===== src/rtl/ascon_pkg.sv =====
// Shared Ascon types: the core control bundle, arbiter states and the
// round-robin pick helper used by the core arbiter.
package ascon_pkg;

    typedef logic [63:0] ascon_word_t;

    // Control bundle driven into the Ascon permutation core.
    typedef struct packed {
        logic        start_perm;
        logic        round_config;
        logic [2:0]  word_sel;
        ascon_word_t data;
        logic        write_en;
        logic [1:0]  core_in_data_sel;
        logic [1:0]  xor_sel;
    } core_ctrl_t;

    typedef enum logic [1:0] {
        ST_IDLE,
        ST_OWN0,
        ST_OWN1,
        ST_DRAIN
    } arb_state_t;

    typedef struct packed {
        logic valid;
        logic idx;
    } arb_pick_t;

    // Round-robin choice between the pending requests. On a tie the
    // requester that was not granted last time wins.
    function automatic arb_pick_t arb_pick(input logic [1:0] req, input logic last);
        arb_pick_t p;
        p.valid = |req;
        if (req == 2'b11) begin
            p.idx = ~last;
        end else begin
            p.idx = req[1];
        end
        return p;
    endfunction

endpackage


===== src/rtl/ascon_core_arbiter.sv =====
// Hands the single Ascon permutation core to either the AEAD FSM (0) or
// the hash FSM (1) for a whole operation, draining an in-flight
// permutation before handover, flagging protocol violations and counting
// accepted permutation starts.
module ascon_core_arbiter
    import ascon_pkg::*;
#(
    parameter int CNT_W = 16
) (
    input  logic             clk,
    input  logic             rst,
    input  logic [1:0]       req_i,
    input  core_ctrl_t       req0_ctrl_i,
    input  core_ctrl_t       req1_ctrl_i,
    output logic [1:0]       gnt_o,
    output logic [1:0]       ready_o,
    output core_ctrl_t       core_ctrl_o,
    input  logic             ascon_ready_i,
    output logic             busy_o,
    output logic             err_o,
    output logic [CNT_W-1:0] perm_cnt_o
);

    arb_state_t state, state_nxt;
    logic       last, last_nxt;
    arb_pick_t  pick;
    arb_state_t pick_state;
    logic       violation;

    // Next-state and round-robin pointer selection.
    always_comb begin
        // NOTE: every signal written here gets a default first so no path
        // leaves it unassigned, which would otherwise infer a latch.
        state_nxt  = state;
        last_nxt   = last;
        pick       = arb_pick(req_i, last);
        pick_state = ST_IDLE;
        if (pick.valid) begin
            pick_state = pick.idx ? ST_OWN1 : ST_OWN0;
        end

        case (state)
            ST_IDLE: begin
                state_nxt = pick_state;
                if (pick.valid) last_nxt = pick.idx;
            end
            ST_OWN0, ST_OWN1: begin
                // Owner's own request bit is low here, so pick can only
                // select the other requester for a direct handover.
                if (!req_i[state == ST_OWN1]) begin
                    if (!ascon_ready_i) begin
                        state_nxt = ST_DRAIN;
                    end else begin
                        state_nxt = pick_state;
                        if (pick.valid) last_nxt = pick.idx;
                    end
                end
            end
            ST_DRAIN: begin
                if (ascon_ready_i) begin
                    state_nxt = pick_state;
                    if (pick.valid) last_nxt = pick.idx;
                end
            end
            default: state_nxt = ST_IDLE;
        endcase
    end

    // State register and round-robin pointer; last = 1 lets requester 0 win the first tie.
    always_ff @(posedge clk or posedge rst) begin
        if (rst) begin
            state <= ST_IDLE;
            last  <= 1'b1;
        end else begin
            // NOTE: sequential state uses non-blocking assignments so every
            // flop samples pre-edge values regardless of statement order.
            state <= state_nxt;
            last  <= last_nxt;
        end
    end

    // Output decode: grant, owner bundle mux and ready routing, zero latency.
    always_comb begin
        gnt_o       = 2'b00;
        ready_o     = 2'b00;
        core_ctrl_o = '0;
        case (state)
            ST_OWN0: begin
                gnt_o       = 2'b01;
                ready_o     = {1'b0, ascon_ready_i};
                core_ctrl_o = req0_ctrl_i;
            end
            ST_OWN1: begin
                gnt_o       = 2'b10;
                ready_o     = {ascon_ready_i, 1'b0};
                core_ctrl_o = req1_ctrl_i;
            end
            default: ;
        endcase
    end

    assign busy_o = (state != ST_IDLE);

    // A requester driving the core while it holds a request but no grant.
    assign violation =
        (req_i[0] & ~gnt_o[0] & (req0_ctrl_i.start_perm | req0_ctrl_i.write_en)) |
        (req_i[1] & ~gnt_o[1] & (req1_ctrl_i.start_perm | req1_ctrl_i.write_en));

    // Sticky protocol-violation flag, cleared only by reset.
    always_ff @(posedge clk or posedge rst) begin
        if (rst) begin
            err_o <= 1'b0;
        end else if (violation) begin
            err_o <= 1'b1;
        end
    end

    // Saturating count of permutation starts accepted by the core.
    always_ff @(posedge clk or posedge rst) begin
        if (rst) begin
            perm_cnt_o <= '0;
        end else if (core_ctrl_o.start_perm && ascon_ready_i && (perm_cnt_o != '1)) begin
            perm_cnt_o <= perm_cnt_o + CNT_W'(1);
        end
    end

endmodule


===== config.mk =====
export PLATFORM = sky130hd
export DESIGN_NAME = ascon_core_arbiter
export DESIGN_NICKNAME = d
export VERILOG_FILES = /design/src/rtl/ascon_pkg.sv /design/src/rtl/ascon_core_arbiter.sv
export SDC_FILE = /design/constraint.sdc
export NUM_CORES = 1
export LEC_CHECK = 0
export CAP_MARGIN = 20
export CORE_AREA = 2 2 97 99
export DETAILED_ROUTE_END_ITERATION = 16
export DIE_AREA = 0 0 99 101
export GPL_TIMING_DRIVEN = 0
export MAX_ROUTING_LAYER = met4
export PLACE_DENSITY = 0.7
export SLEW_MARGIN = 30
export SYNTH_ARGS = -nofsm -noshare
export SYNTH_HDL_FRONTEND = slang
export SYNTH_SLANG_ARGS = --single-unit

===== constraint.sdc =====
create_clock -name clk -period 2.4 [get_ports clk]
set_input_delay 0.48 -clock clk [delete_from_list [all_inputs] [get_ports clk]]
set_output_delay 0.48 -clock clk [all_outputs]
set_load 0.03 [all_outputs]

==> results of run 1 <==
[timing repair]
action	in CTS	in global routing
pin swaps	4	1
cloned	1	2
buffers inserted	3	3
gates resized for setup	460	22
setup endpoints to repair	76	72
[layout make-up]
| class | instances | area [um2] |
|---|---|---|
| fill | 877 | 4320 |
| timing repair buffer | 255 | 2370 |
| multi-input combinational | 162 | 1360 |
| sequential | 20 | 502 |
| buffer | 16 | 185 |
| tap | 111 | 139 |
| clock buffer | 4 | 55.1 |
| inverter | 9 | 33.8 |
| antenna | 3 | 7.51 |
[metal layers]
metal / global-route usage, % / vias up / part of all wire (%)
li1: - / 1335 / -
met4: 2.53 / 0 / 0.80
met3: 7.21 / 6 / 9.1
met5: - / - / 0
met1: 24.6 / 1307 / 42
met2: 32.6 / 133 / 48
[path summary, 6_finish.rpt]
path,endpoint,depth (start not counted),slack (ps),from
max in group asynchronous,state[0],2,1240,rst
setup / recovery,core_ctrl_o[54],6,90,state[0]
hold / removal,last,2,510,last
min in group asynchronous,perm_cnt_o[13],2,670,rst
hold reg to reg,last,2,510,last
setup reg to reg,perm_cnt_o[14],7,260,state[0]
[report_power, final]
part | switching [uW] | internal (uW)
clock | 112 | 146
combinational | 2580 | 1970
sequential | 68.4 | 402
total | 2760 | 2510
[Yosys cell counts, drive strengths merged, types with 3 or more instances]
cell	number	area [um2]
xnor2	5	43.8
o21ai	3	15.0
dfrtp	19	475
inv	9	33.8
nand2	8	30.0
nor4	6	67.6
nor2b	3	18.8
buf	3	20.0
nor2	5	18.8
nand3	6	35.0
and2	4	25.0
nand4	6	37.5
nor3	3	20.0
a22o	72	631
ha	8	100
xor2	10	87.6
clkbuf	16	60.1
[worst register-to-register path: cells and delay by family (launching register included)]
family	cells	cell delay (ps)
buffers and inverters	2	240
adders and majority gates	1	320
DFF	1	380
and+or+nand+nor	3	900
xor gates and xnor gates	1	170
[logic make-up after synthesis]
kind of cell,synth area share (%)
AND/OR/NAND/NOR,17.2
multiplexers,1.18
buffers and inverters,5.96
flip-flops,26.2
XOR/XNOR,6.87
AO/OA/AOI/OAI,37.3
adder cells (fa/ha/maj),5.24
[sequential cells by signal, summed over array words and instances (netlist names)]
| register | cells |
|---|---|
| err_o | 1 |
| last | 1 |
| perm_cnt_o | 16 |
| state | 2 |
[through the flow]
step | instances | TNS (ps) | power [uW]
finish | 580 | 0 | 5270
global route | 580 | -57.3 | 5570
CTS | 573 | -6.71 | 5130
detailed placement | 567 | -69310 | 4810
global placement | 567 | -63480 | 4790
floorplan | 208 | 0 | 2990
==> run metrics, run 1 <==
status=completed; FMAX=about 430 MHz; Initial Util=a little over a fifth; Pleak=roughly 0.0021 uW; largest net degree at the start of global routing=21; Via density=4.79; worst slack at placement=-1160 ps; crit path max fanout=10; gr usage total=20.0%; kind of end point of the critical path=output pin; vias in the first global route=2,728; Overflow after GRT=0; commonest cells after routing, fill and taps aside=clkdlybuf4s50_1 (172), a22o_1 (71), buf_4 (44), buf_2 (22), dfrtp_1 (19); clock skew=roughly 5.1 ps; syn_nets=approximately 370; Yosys cell types=37; WL per Instance=roughly 19 um; worst skew pair latency=~260 ps; Hold WS=508 ps; first-pass GRT wire length=between 15,000 and 20,000 um; chip width=between 90 and 100 um; commonest non-fill, non-tap cell in the layout=clkdlybuf4s50_1; syn avg cell area=9.19 um2; clk sinks=20; area grow syn2layout=143%; port bufs=248; Root Buffer=clkbuf_8; register bit total from synthesis=20; startpoint types=flip-flop; Placer Congestion=about 0.83; smallest setup slack after layout=86.8 ps; Final Max Slew Viols=0; Worst path max stage delay=just over 400 ps; Finished Core Util=51.8%; TritonCTS clock tree=done; Seq/Total Area, Yosys=about a quarter; full die area=roughly 0.010 mm2; MaxCap Viol Count=0; # rows=35; Ys Warns=0; DRC Markers=0; number of enable flip-flop cells after synthesis=0; Iteration-0 DRC Markers=60; Async SR Flop Fraction=100%; Cells after Synth=208; Slew headroom=48.9%; total wire length=roughly 11,000 um; Finished Cell Area=about 0.0047 mm2; synthesized cell area=between 0.0015 and 0.002 mm2; path type of the worst min-delay path=flip-flop to flip-flop; VDD IR max=a little under 0.6 mV; measured slew at the worst slew-check pin=around 770 ps; final net count=628; IO Count=approximately 250; die span in y=about 100 um; CP Class=flip-flop to output pin; Hold Buf Count CTS=0; total CTS buffers=3; Clock Path Buffers=2; Worst-path clk slew=about 70 ps; Post-DRT Antenna Nets=0; endpoints failing setup=0; CP bufs+invs=3; initial antenna violation count=3; Final Critical Period=approximately 2300 ps; fraction of layout cells with a size suffix above 1=approximately 26%; Tcrit/Tclk final=96.4%; delay-heaviest family, CP=buffers and inverters; Main synth FF type=dfrtp_1; CP max stage cell=dfrtp_1; crit path cell chain=inv_2 > ha_4 > and2_4 > clkbuf_8 > a22o_1 > buf_4; RSZ-0062 raised after global routing=true; critical path arrival=1830 ps; worst path required time=roughly 1900 ps; 1st-pass router iterations=4; pwr/cell area=approximately 1100 mW/mm2; Core ar.=between 0.008 and 0.009 mm2; H-Tree Depth=1; Final Hold Fails=0; DP HPWL=between 8000 and 9000 um; via count=roughly 2,800; Placed Area=about 0.0045 mm2
Note: power is estimated with default switching activity, not from simulation.
==> inputs of run 2 (changes only) <==
Settings changed: CTS_CLUSTER_DIAMETER set to 150.
==> results of run 2 <==
The final DEF is identical to that of run 1; final timing and power are the same.
==> inputs of run 3 (changes only) <==
Settings changed: CTS_CLUSTER_DIAMETER 150 to not set.
==> results of run 3 <==
The final DEF is identical to that of run 1; final timing and power are the same.
